$ cat src/rtl/adder_seq_slice.sv
// Sequential adder: computes a+b one N-bit slice per clock through a single
// N-bit adder, publishing {cout,sum} only when the final slice completes.
module adder_seq_slice #(
    parameter int W = 16,
    parameter int N = 4
) (
    input  logic         clk,
    input  logic         reset,
    input  logic         start,
    input  logic [W-1:0] a,
    input  logic [W-1:0] b,
    output logic         ready,
    output logic         done_tick,
    output logic [W-1:0] sum,
    output logic         cout
);

    localparam int S    = W / N;
    localparam int IDXW = (S > 1) ? $clog2(S) : 1;
    localparam logic [IDXW-1:0] LAST = IDXW'(S - 1);

    typedef enum logic [1:0] {
        IDLE,
        OP,
        DONE
    } state_t;

    state_t          state, state_next;
    logic [W-1:0]    a_reg, b_reg, res_reg;
    logic            carry;
    logic [IDXW-1:0] idx;

    logic [N:0]      slice_res;
    logic [W-1:0]    res_merged;

    // The one shared slice adder, plus the result word with the current slice
    // patched in so the final slice can be published on the same edge.
    always_comb begin
        slice_res  = {1'b0, a_reg[int'(idx)*N +: N]}
                   + {1'b0, b_reg[int'(idx)*N +: N]}
                   + {{N{1'b0}}, carry};
        res_merged = res_reg;
        res_merged[int'(idx)*N +: N] = slice_res[N-1:0];
    end

    always_comb begin
        state_next = state;
        case (state)
            IDLE:    if (start) state_next = OP;
            OP:      if (idx == LAST) state_next = DONE;
            DONE:    state_next = IDLE;
            default: state_next = IDLE;
        endcase
    end

    assign ready     = (state == IDLE);
    assign done_tick = (state == DONE);

    always_ff @(posedge clk) begin
        if (reset) begin
            state   <= IDLE;
            a_reg   <= '0;
            b_reg   <= '0;
            res_reg <= '0;
            carry   <= 1'b0;
            idx     <= '0;
            sum     <= '0;
            cout    <= 1'b0;
        end else begin
            state <= state_next;
            case (state)
                IDLE: begin
                    if (start) begin
                        a_reg <= a;
                        b_reg <= b;
                        carry <= 1'b0;
                        idx   <= '0;
                    end
                end
                OP: begin
                    res_reg <= res_merged;
                    carry   <= slice_res[N];
                    idx     <= idx + IDXW'(1);
                    // Outputs change only here, so partial sums never leak out.
                    if (idx == LAST) begin
                        sum  <= res_merged;
                        cout <= slice_res[N];
                    end
                end
                default: ;
            endcase
        end
    end

endmodule

$ cat config.mk
export PLATFORM = sky130hd
export DESIGN_NAME = adder_seq_slice
export DESIGN_NICKNAME = d
export VERILOG_FILES = /design/src/rtl/adder_seq_slice.sv
export SDC_FILE = /design/constraint.sdc
export NUM_CORES = 1
export LEC_CHECK = 0
export ABC_CLOCK_PERIOD_IN_PS = 8420
export BUFFER_PORTS_ARGS = -buffer_cell sky130_fd_sc_hd__buf_4
export CAP_MARGIN = 10
export CELL_PAD_IN_SITES_DETAIL_PLACEMENT = 0
export CELL_PAD_IN_SITES_GLOBAL_PLACEMENT = 1
export CORE_MARGIN = 3
export CORE_UTILIZATION = 45
export DETAILED_ROUTE_END_ITERATION = 12
export PLACE_DENSITY = 0.91
export SLEW_MARGIN = 15
export SYNTH_ARGS = -nofsm -noshare
export SYNTH_HDL_FRONTEND = slang
export SYNTH_SLANG_ARGS = --single-unit
$ cat constraint.sdc
create_clock -name clk -period 8.42 [get_ports clk]
set_clock_uncertainty 0.15 [all_clocks]
set_input_delay 0.421 -clock clk [delete_from_list [all_inputs] [get_ports clk]]
set_output_delay 0.421 -clock clk [all_outputs]
set_load 0.03 [all_outputs]
# Yosys cells after proc, flatten, opt, wreduce, memory -nomap -nowiden
# Cells that the tools add are included.
[totals] elab_cells=35 regBits=70 output_inout_bits=19 in_bits=35
[classes] addsub=4 reduce_logical=6 n_shift=4 eq_ne=5 muxes=8
[ops] op="negation 4 -> 33 bit" n=1
[ops] op="variable shift 4 x 33 -> 16 bit, first input constant" n=1
[ops] op="indexed part select 4 x 33 -> 16 bit" n=1
[ops] op="indexed part select 16 x 5 -> 4 bit" n=2
[ops] op="bitwise mux 16 bit" n=1
[ops] op="one-hot mux 2 bit (2 select lines)" n=2
[ops] op="AND reduction 2 bit" n=4
[ops] op="2-to-1 mux 2 bit" n=3
[ops] op="adder 4 x 4 -> 5 bit" n=1
[ops] op="adder 5 x 1 -> 5 bit" n=1
[ops] op="equality test 2 bit, second input constant" n=2
[ops] op="!= test 2 bit, second input constant" n=2
[ops] op="adder 2 x 1 -> 2 bit, second input constant" n=1
[ops] op="equality test 2 x 1 -> 1 bit, second input constant" n=1
[ops] op="zero test 2 bit" n=1
[ops] op="one-hot mux 1 bit (2 select lines)" n=1
[ops] op="nonzero test 2 bit" n=1
[ops] op="2-to-1 mux 1 bit" n=1

# Logic depth before layout (Yosys ltp)
# Gate-level depths: netlist of the first run.
[depth] word_depth=5 mapped_depth=8 depth_no_buf=7

# Worst setup path after synthesis of the first run
# No wires, ideal clock.
[synth_timing] path_kind="reg2reg" startpoint="register idx[0]" endpoint="register res_reg[14]" t_required_ns=8.142 synth_period_minus_slack_ns=2.787 stages_incl_launch_ff=9 slack_ns=5.633 t_arrival_ns=2.510 setup_time_ns=0.128 n_path_buf=1 path_cell_list="dfxtp_1 > buf_6 > mux4_2 > fa_1 > fa_1 > xor2_1 > and2_1 > a22oi_1 > nor2_1"
[synth_via] elab_chain_cells=5 elab_cells_between_ends=8 cone_classes="add/sub: 3; shift: 4; mux: 1"
[synth_lines] element="start: declaration" line_no="31" rtl="logic [IDXW-1:0] idx;"
[synth_lines] element="start signal: assignment" line_no="83" rtl="idx <= idx + IDXW'(1);"
[synth_lines] element="indexed part select 16 x 5 -> 4 bit (on tied branches)" line_no="39, 40"
[synth_lines] element="adder 4 x 4 -> 5 bit" line_no="40" rtl="+ {1'b0, b_reg[int'(idx)*N +: N]}"
[synth_lines] element="adder 5 x 1 -> 5 bit" line_no="41" rtl="+ {{N{1'b0}}, carry};"
[synth_lines] element="indexed part select 4 x 33 -> 16 bit" line_no="43" rtl="res_merged[int'(idx)*N +: N] = slice_res[N-1:0];"
[synth_lines] element="bitwise mux 16 bit *" line_no="43"
[synth_lines] element="end signal: assignment" line_no="81" rtl="res_reg <= res_merged;"
[synth_lines] element="end: declaration" line_no="29" rtl="logic [W-1:0] a_reg, b_reg, res_reg;"
# Every way passes the cells marked *; elsewhere a longest branch is shown, timed or not.
# A chain may end at the register's enable or synchronous reset.

# Worst setup path after layout of the first run
[layout_timing] startpoint="register idx[0]" endpoint="register res_reg[10]"
# The elaborated chain is that of the path after synthesis.

==> out/qor.yml, run 1 <==
drive_gt1_share_pct: 22.2
antenna_found_initial: 0
synth_edf_count: 0
final_nets: 429
dp.cells: 448
status: "finished clean"
crit_slowest_cell: "dfxtp_1"
path_class: "flop to flop"
worstPathMaxFanout: 14
synth.ff_latch_count: 70
clk_pin_slew_ps: 80
critical_path_arrival_ps: 3590
path_delay_family: "adder cells"
finalWorstSetupSlack_ps: 4950
start_util_pct: 47.0
io_pins: 54
drc: 0
post_cts_buffers: 0
vias: 2554
gp_congestion: 0.783
firstDrtPassIters: 4
crit_buf_inv: 0
fp.coreArea_mm2: 0.00646
final_common_cell: "nand2_1"
io_buffers: 53
holdWs_ps: 171
rsz0062_at_grt: "false"
fin_cells: 465
syn_area_mm2: 0.00303
synth.distinct_cells: 36
p_leak_uw: 0.00145
grt_pass1_wl_mm: 11.4
grt_pass1_vias: 2380
max_freq_ghz: 0.288
clock_path_buffers: 2
cts_max_level: 3
slowest_delay_ps: 840
die_h_um: 88.1
die_w_um: 88.1
dieArea_mm2: 0.00776
grt_max_degree: 72
synthCells: 341
syn_avg_cell_area_um2: 8.90
synth-main-ff-cell: "dfxtp_1"
wl_per_cell_um: 14.5
ir_worst_vdd_v: 0.000125
ant_nets: 0
fin_crit_sh_pct: 41.2
worst_pin_slew_ps: 789
setup_viol: 0
seq_area_frac_synth_pct: 46.2
startpoint_type: "flop"
vias_per_cell: 5.49
cts_buffers: 9
power_uw: 717
hpwlAfterDp_mm: 4.40
clock_sinks: 70
powerDensity_mw_per_mm2: 196
syn_to_final_growth_pct: 20.7
cts_root_buf: "clkbuf_8"
drv_slew: 0
cts_hold_buf: 0
wl_mm: 6.72
synth_nets: 387
hold_viol: 0
worstPathRequired_ps: 8540
final_cell_mix: "nand2_1 (78), dfxtp_1 (70), buf_4 (54)"
layout_min_cycle_time_ps: 3470
drtIter0Drc: 164
grt_usage_pct: 18.6
min_from: "b[0]"
clock_latency_ps: 340
synth-async-reset-ratio_pct: 0
end_kind: "flop"
rows: 29
min_path_type: "primary input to flop"
ys_warn_count: 0
setup_tns_ps: 0
diodes: 0
cp_common_cell: "fa_1"
cts_resized: 0
worstSetupStartpoint: "idx[0]"
cap_violations: 0
slew_headroom_pct: 47.3
timing.reg2reg.setup_slack_ps: 4950
gr-total-overflow: 0
dp_slack_ps: 5020
reg2reg_from: "idx[0]"
path_cells: "mux4_2 > fa_1 > fa_1 > xor2_1 > and2_1 > a22oi_1 > nor2_1"
cts_tree: "done"
## stage by stage
stage | util, % | cell area, um^2
finish | 56.7 | 3660
global route | 56.7 | 3660
CTS | 56.4 | 3640
detailed placement | 53.2 | 3430
global placement | 53.2 | 3430
floorplan | - | 3030
## synth_stat cells (3+ instances only)
| library cell | n | area, um^2 |
|---|---|---|
| nand2_1 | 79 | 297 |
| a221oi_1 | 12 | 105 |
| nand3b_1 | 3 | 22.5 |
| clkbuf_1 | 15 | 56.3 |
| o21ai_0 | 3 | 15.0 |
| inv_1 | 6 | 22.5 |
| a22oi_1 | 4 | 30.0 |
| ha_1 | 9 | 113 |
| buf_2 | 5 | 25.0 |
| a32oi_1 | 12 | 105 |
| mux4_2 | 8 | 180 |
| nor2_1 | 34 | 128 |
| a211oi_1 | 5 | 37.5 |
| a21oi_1 | 37 | 185 |
| nor3_1 | 13 | 65.1 |
| dfxtp_1 | 70 | 1400 |
## final timing paths
check,endpoint,cells past startpoint
setup / recovery,res_reg[10],7
hold / removal,b_reg[0],3
setup reg to reg,res_reg[10],7
hold reg to reg,a_reg[0],2
## final cells by class
type / count / area (um^2)
clock buffer: 11 / 151
clock inverter: 5 / 57.6
fill: 605 / 2800
inverter: 6 / 22.5
multi-input combinational: 241 / 1510
sequential: 70 / 1400
tap: 77 / 96.3
timing repair buffer: 55 / 420
## worst reg2reg max path, cell delays in order, from the launching register on
cell and delay [ps]:
dfxtp_1 840, mux4_2 610, fa_1 440, fa_1 430, xor2_1 410, and2_1 280, a22oi_1 100, nor2_1 150
## kinds of logic after synthesis
family	synth area share (%)
xor gates and xnor gates	0.289
adders and majority gates	5.03
buffers and inverters	4.29
and+or+nand+nor	21.4
muxes	5.94
AOI/OAI and AO/OA	16.8
DFF	46.2
## power breakdown
part | switching [uW] | leakage, uW | internal (uW)
registers | 9.00 | 0.000569 | 342
logic | 49.7 | 0.000768 | 35.7
clock network | 128 | 0.000109 | 153
total | 186 | 0.00145 | 531
## routing by layer
| layer | share of wire (%) | track usage [%] | vias to the layer above |
|---|---|---|---|
| met3 | 4.9 | 5.08 | 7 |
| met2 | 48 | 28.9 | 78 |
| met5 | 0 | 0 | - |
| met4 | 1.1 | 5.77 | 0 |
| met1 | 46 | 25.3 | 1184 |
| li1 | - | - | 1285 |
Power figures use the tool's default switching activity.
==> inputs of run 2 (changes only) <==
--- a/config.mk
+++ b/config.mk
@@ -5,15 +5,15 @@
 export SDC_FILE = /design/constraint.sdc
 export NUM_CORES = 1
 export LEC_CHECK = 0
-export ABC_CLOCK_PERIOD_IN_PS = 8420
+export ABC_CLOCK_PERIOD_IN_PS = 2800
 export BUFFER_PORTS_ARGS = -buffer_cell sky130_fd_sc_hd__buf_4
 export CAP_MARGIN = 10
 export CELL_PAD_IN_SITES_DETAIL_PLACEMENT = 0
 export CELL_PAD_IN_SITES_GLOBAL_PLACEMENT = 1
 export CORE_MARGIN = 3
-export CORE_UTILIZATION = 45
+export CORE_UTILIZATION = 37
 export DETAILED_ROUTE_END_ITERATION = 12
-export PLACE_DENSITY = 0.91
+export PLACE_DENSITY = 0.81
 export SLEW_MARGIN = 15
 export SYNTH_ARGS = -nofsm -noshare
 export SYNTH_HDL_FRONTEND = slang
==> constraint.sdc (replaced) <==
create_clock -name clk -period 2.8 [get_ports clk]
set_clock_uncertainty 0.15 [all_clocks]
set_input_delay 0.14 -clock clk [delete_from_list [all_inputs] [get_ports clk]]
set_output_delay 0.14 -clock clk [all_outputs]
set_load 0.03 [all_outputs]
==> run 2 against run 1 <==
Design area up 13%. Sequential share of layout area is 4.4 points lower. Via count increased by 5.4%. Power grew to 3.4 times the previous value. Non-clock buffer count is 38 higher. First-iteration DRC count decreased by 23%. Worst hold slack gained 1.5 ps. Largest cell class unchanged. Critical endpoint is now sum[10]. Setup slack lost 4800 ps. Highest routed layer unchanged. Die area rose by 20%. Global-route usage shrank 2.2 points. Clock-buffer cell count unchanged. Routed wire length grew 7.2%.
==> out/qor.yml, run 2 (same netlist as run 1, synthesis figures left out) <==
antenna_found_initial: 0
status: "finished clean"
drtIter0Drc: 126
holdWs_ps: 172
rows: 32
final_common_cell: "nand2_1"
wl_per_cell_um: 13.6
rr_endpoint: "sum[10]"
post_cts_buffers: 0
io_pins: 54
cts_max_level: 3
grt_max_degree: 72
final_cell_mix: "nand2_1 (79), dfxtp_1 (69), buf_4 (61)"
io_buffers: 53
clock_sinks: 70
grt_pass1_vias: 2493
dieArea_mm2: 0.00932
firstDrtPassIters: 6
hold_viol: 0
nFillCells: 741
syn_to_final_growth_pct: 36.6
hold_end: "b_reg[2]"
path_class: "flop to flop"
start_util_pct: 38.7
p_leak_uw: 0.00164
vias: 2691
slew_headroom_pct: 50.9
timing.reg2reg.setup_slack_ps: 110
drv_slew: 0
cts_buffers: 9
die_w_um: 96.6
powerDensity_mw_per_mm2: 596
grt_usage_pct: 16.4
min_from: "reset"
clock_latency_ps: 350
ir_worst_vdd_v: 0.000290
worstPathMaxFanout: 5
multi_input_area_mm2: 0.00153
placed_cell_area_mm2: 0.00352
min_path_type: "primary input to flop"
die_h_um: 96.6
worstHoldPathCells: 2
dp_slack_ps: -42.0
gp_congestion: 0.853
worstPathRequired_ps: 2860
r2r_cells: 6
critical_path_arrival_ps: 2750
diodes: 0
rsz0062_at_grt: "false"
drc: 0
cap_violations: 0
cts_tree: "done"
utilization_pct: 52.8
ant_nets: 0
fin_crit_sh_pct: 96.1
wl_mm: 7.21
reg2reg_from: "idx[0]"
cts_root_buf: "clkbuf_8"
grt_pass1_wl_mm: 11.8
end_kind: "flop"
gr-total-overflow: 0
hpwlAfterDp_mm: 4.78
power_uw: 2470
layout_min_cycle_time_ps: 2690
worst_pin_slew_ps: 737
startpoint_type: "flop"
setup_viol: 0
clock_path_buffers: 2
ff_latch_area_mm2: 0.00140
final_nets: 467
vias_per_cell: 5.10
final_cell_area_mm2: 0.00414
clk_pin_slew_ps: 70
fp.coreArea_mm2: 0.00785
drive_gt1_share_pct: 23.0
finalWorstSetupSlack_ps: 110
max_freq_ghz: 0.372
## run 2: changes by cell type in the layout (fill, tap and decap cells not counted), sizes merged
cell	delta
dlygate4sd3	+32
buf	+6
bufinv	+3
clkinv	-3
## run 2: worst max-delay path, stage by stage (launching register included)
cell and delay, ps:
dfxtp_2 360, mux4_2 530, fa_1 450, fa_2 390
xor2_2 230, a221oi_1 370, nor3_1 80
## run 2: cell type report
type	instances	area share (%)
tap	102	3.08
inverter	6	0.543
sequential	70	33.8
clock inverter	5	3.11
multi-input combinational	241	37.0
timing repair buffer	93	18.8
clock buffer	11	3.65
## run 2: worst max path at each step
stage                      start     endpoint
after detailed placement  idx[0]  res_reg[14]
after global placement    idx[0]  res_reg[14]
after CTS                 idx[0]  res_reg[14]
after floorplan           idx[0]  res_reg[14]
final                     idx[0]      sum[10]
after global routing      idx[0]  res_reg[10]
## run 2: what timing repair did
| action | 4_1_cts | 5_1_grt |
|---|---|---|
| endpoints found under the hold margin | 32 | 0 |
| setup endpoints to repair | 4 | 15 |
| hold buffers | 32 | 0 |
| resized for setup | 2 | 5 |
| pin swaps | 0 | 1 |
## run 2: through the flow
| step | setup TNS, ps | instances |
|---|---|---|
| global placement | 0 | 480 |
| finish | 0 | 528 |
| global route | 0 | 528 |
| detailed placement | -131 | 480 |
| CTS | 0 | 528 |
| floorplan | 0 | 341 |
## run 2: routing by layer
| layer | global-route usage (%) | vias to the layer above | share of wire, % |
|---|---|---|---|
| met5 | 0 | - | 0 |
| met4 | 5.72 | 0 | 1.3 |
| met3 | 4.96 | 8 | 5.1 |
| met2 | 25.4 | 65 | 46 |
| met1 | 21.7 | 1260 | 48 |
| li1 | - | 1358 | - |
## run 2: where the power goes
group	internal [uW]	total (uW)	switching, uW
combinational	146	316	170
clock	732	1110	373
sequential	1030	1050	19.9
total	1910	2470	564
==> inputs of run 3 (changes only) <==
--- a/config.mk
+++ b/config.mk
@@ -10,7 +10,7 @@
 export CAP_MARGIN = 10
 export CELL_PAD_IN_SITES_DETAIL_PLACEMENT = 0
 export CELL_PAD_IN_SITES_GLOBAL_PLACEMENT = 1
-export CORE_MARGIN = 3
+export CORE_MARGIN = 2
 export CORE_UTILIZATION = 37
 export DETAILED_ROUTE_END_ITERATION = 12
 export PLACE_DENSITY = 0.81
@@ -18,3 +18,4 @@
 export SYNTH_ARGS = -nofsm -noshare
 export SYNTH_HDL_FRONTEND = slang
 export SYNTH_SLANG_ARGS = --single-unit
+export TNS_END_PERCENT = 10
==> run 3 against run 2 <==
Via count rose by 0.19%. Largest power group unchanged. Core utilization fell by 1.4 points. Register-to-register slack gained 30 ps. Critical path depth increased by 1. Global-route usage is 1.2 points higher. Largest cell class unchanged. Sequential share of layout area down 0.12 points. Clock-buffer cell count unchanged. Cell count grew 0.76%. Power is 0.83% lower. Sequential power is essentially flat.
==> out/qor.yml, run 3 (same netlist as run 1, synthesis figures left out) <==
status: "finished clean"
setup_viol: 0
io_buffers: 53
worst_pin_slew_ps: 719
p_leak_uw: 0.00164
path_delay_family: "adder cells"
layout_min_cycle_time_ps: 2660
drv_slew: 0
use_met2_pct: 27.4
clock_sinks: 70
ir_worst_vdd_v: 0.000394
dp.cells: 484
cts_max_level: 3
final_common_cell: "nand2_1"
syn_to_final_growth_pct: 37.1
crit_slowest_cell: "mux4_2"
wl_mm: 7.23
cts_buffers: 9
dieArea_mm2: 0.00894
worstPathRequired_ps: 2860
io_pins: 54
path_class: "flop to flop"
power_uw: 2450
critical_path_arrival_ps: 2720
grt_max_degree: 72
end_kind: "flop"
drtIter0Drc: 162
startpoint_type: "flop"
vias: 2696
clock_latency_ps: 350
clock_path_buffers: 2
grt.met1_usage_pct: 22.8
hpwlAfterDp_mm: 4.70
crit_buf_inv: 0
worstPathMaxFanout: 5
fin_cells: 532
gp_congestion: 0.828
final_nets: 468
fp.coreArea_mm2: 0.00809
post_cts_buffers: 0
grt_pass1_wl_mm: 12.0
nFillCells: 784
diodes: 0
gr-total-overflow: 0
start_util_pct: 37.5
min_path_type: "primary input to flop"
die_h_um: 94.6
cts_root_buf: "clkbuf_8"
wl_per_cell_um: 13.6
cts_tree: "done"
drive_gt1_share_pct: 22.7
grt_use_met3_pct: 4.47
die_w_um: 94.6
setup_tns_ps: 0
antenna_found_initial: 0
final_cell_mix: "nand2_1 (79), dfxtp_1 (69), buf_4 (60)"
slew_headroom_pct: 52.1
vias_per_cell: 5.07
grt_usage_pct: 17.6
drc: 0
max_freq_ghz: 0.376
fin_crit_sh_pct: 94.9
ant_nets: 0
firstDrtPassIters: 4
rows: 33
powerDensity_mw_per_mm2: 589
slowest_delay_ps: 520
worstHoldPathCells: 2
worstSetupPathDepth: 7
clk_pin_slew_ps: 70
hold_viol: 0
rsz0062_at_grt: "false"
cap_violations: 0
r2r_cells: 7
path_cells: "mux4_2 > fa_1 > fa_2 > xor2_2 > and2_1 > a22oi_1 > nor2_1"
grt.busiest_layer: "met2"
grt_pass1_vias: 2489
## run 3: timing repair
action,in CTS,in global routing
cloned,0,0
hold buffers,32,0
setup endpoints to repair,1,13
endpoints found under the hold margin,32,0
gates resized for setup,1,6
## run 3: metal layers
layer	up-vias	wire length, um
li1	1355	-
met1	1258	3190
met2	72	3560
met3	11	341
met4	0	134
met5	-	0
## run 3: where the power goes
part	internal, uW	total [uW]	switching [uW]
clock	710	1090	378
combinational	147	314	167
sequential	1030	1050	19.9
total	1890	2450	565
## run 3: per-stage QoR
| step | hold slack, ps | cell area [um^2] | setup WS, ps | utilization, % |
|---|---|---|---|---|
| global placement | 237 | 3540 | 64.6 | 43.8 |
| floorplan | 126 | 3030 | 12.9 | - |
| detailed placement | 245 | 3540 | 14.0 | 43.8 |
| finish | 165 | 4160 | 143 | 51.4 |
| CTS | 171 | 4140 | 30.1 | 51.2 |
| global route | 204 | 4160 | 22.8 | 51.4 |
## run 3: path summary, 6_finish.rpt
check	from	endpoint	slack, ps
worst min-delay path	reset	res_reg[9]	170
worst max-delay path	idx[0]	res_reg[14]	140
worst max register to register	idx[0]	res_reg[14]	140
worst min register to register	a_reg[3]	a_reg[3]	300
## run 3: worst register-to-register path, stage by stage (launching register included)
cell and delay [ps]:
dfxtp_1 370, mux4_2 530, fa_1 450, fa_2 390, xor2_2 190, and2_1 210
a22oi_1 180, nor2_1 60
## run 3: final cells by class
cell class | instances | area, um^2 | area share [%]
Clock buffer | 11 | 141 | 3.40
Inverter | 6 | 22.5 | 0.542
Sequential cell | 70 | 1400 | 33.7
Clock inverter | 5 | 129 | 3.10
Multi-Input combinational cell | 241 | 1530 | 36.8
Tap cell | 105 | 131 | 3.16
Timing Repair Buffer | 94 | 802 | 19.3
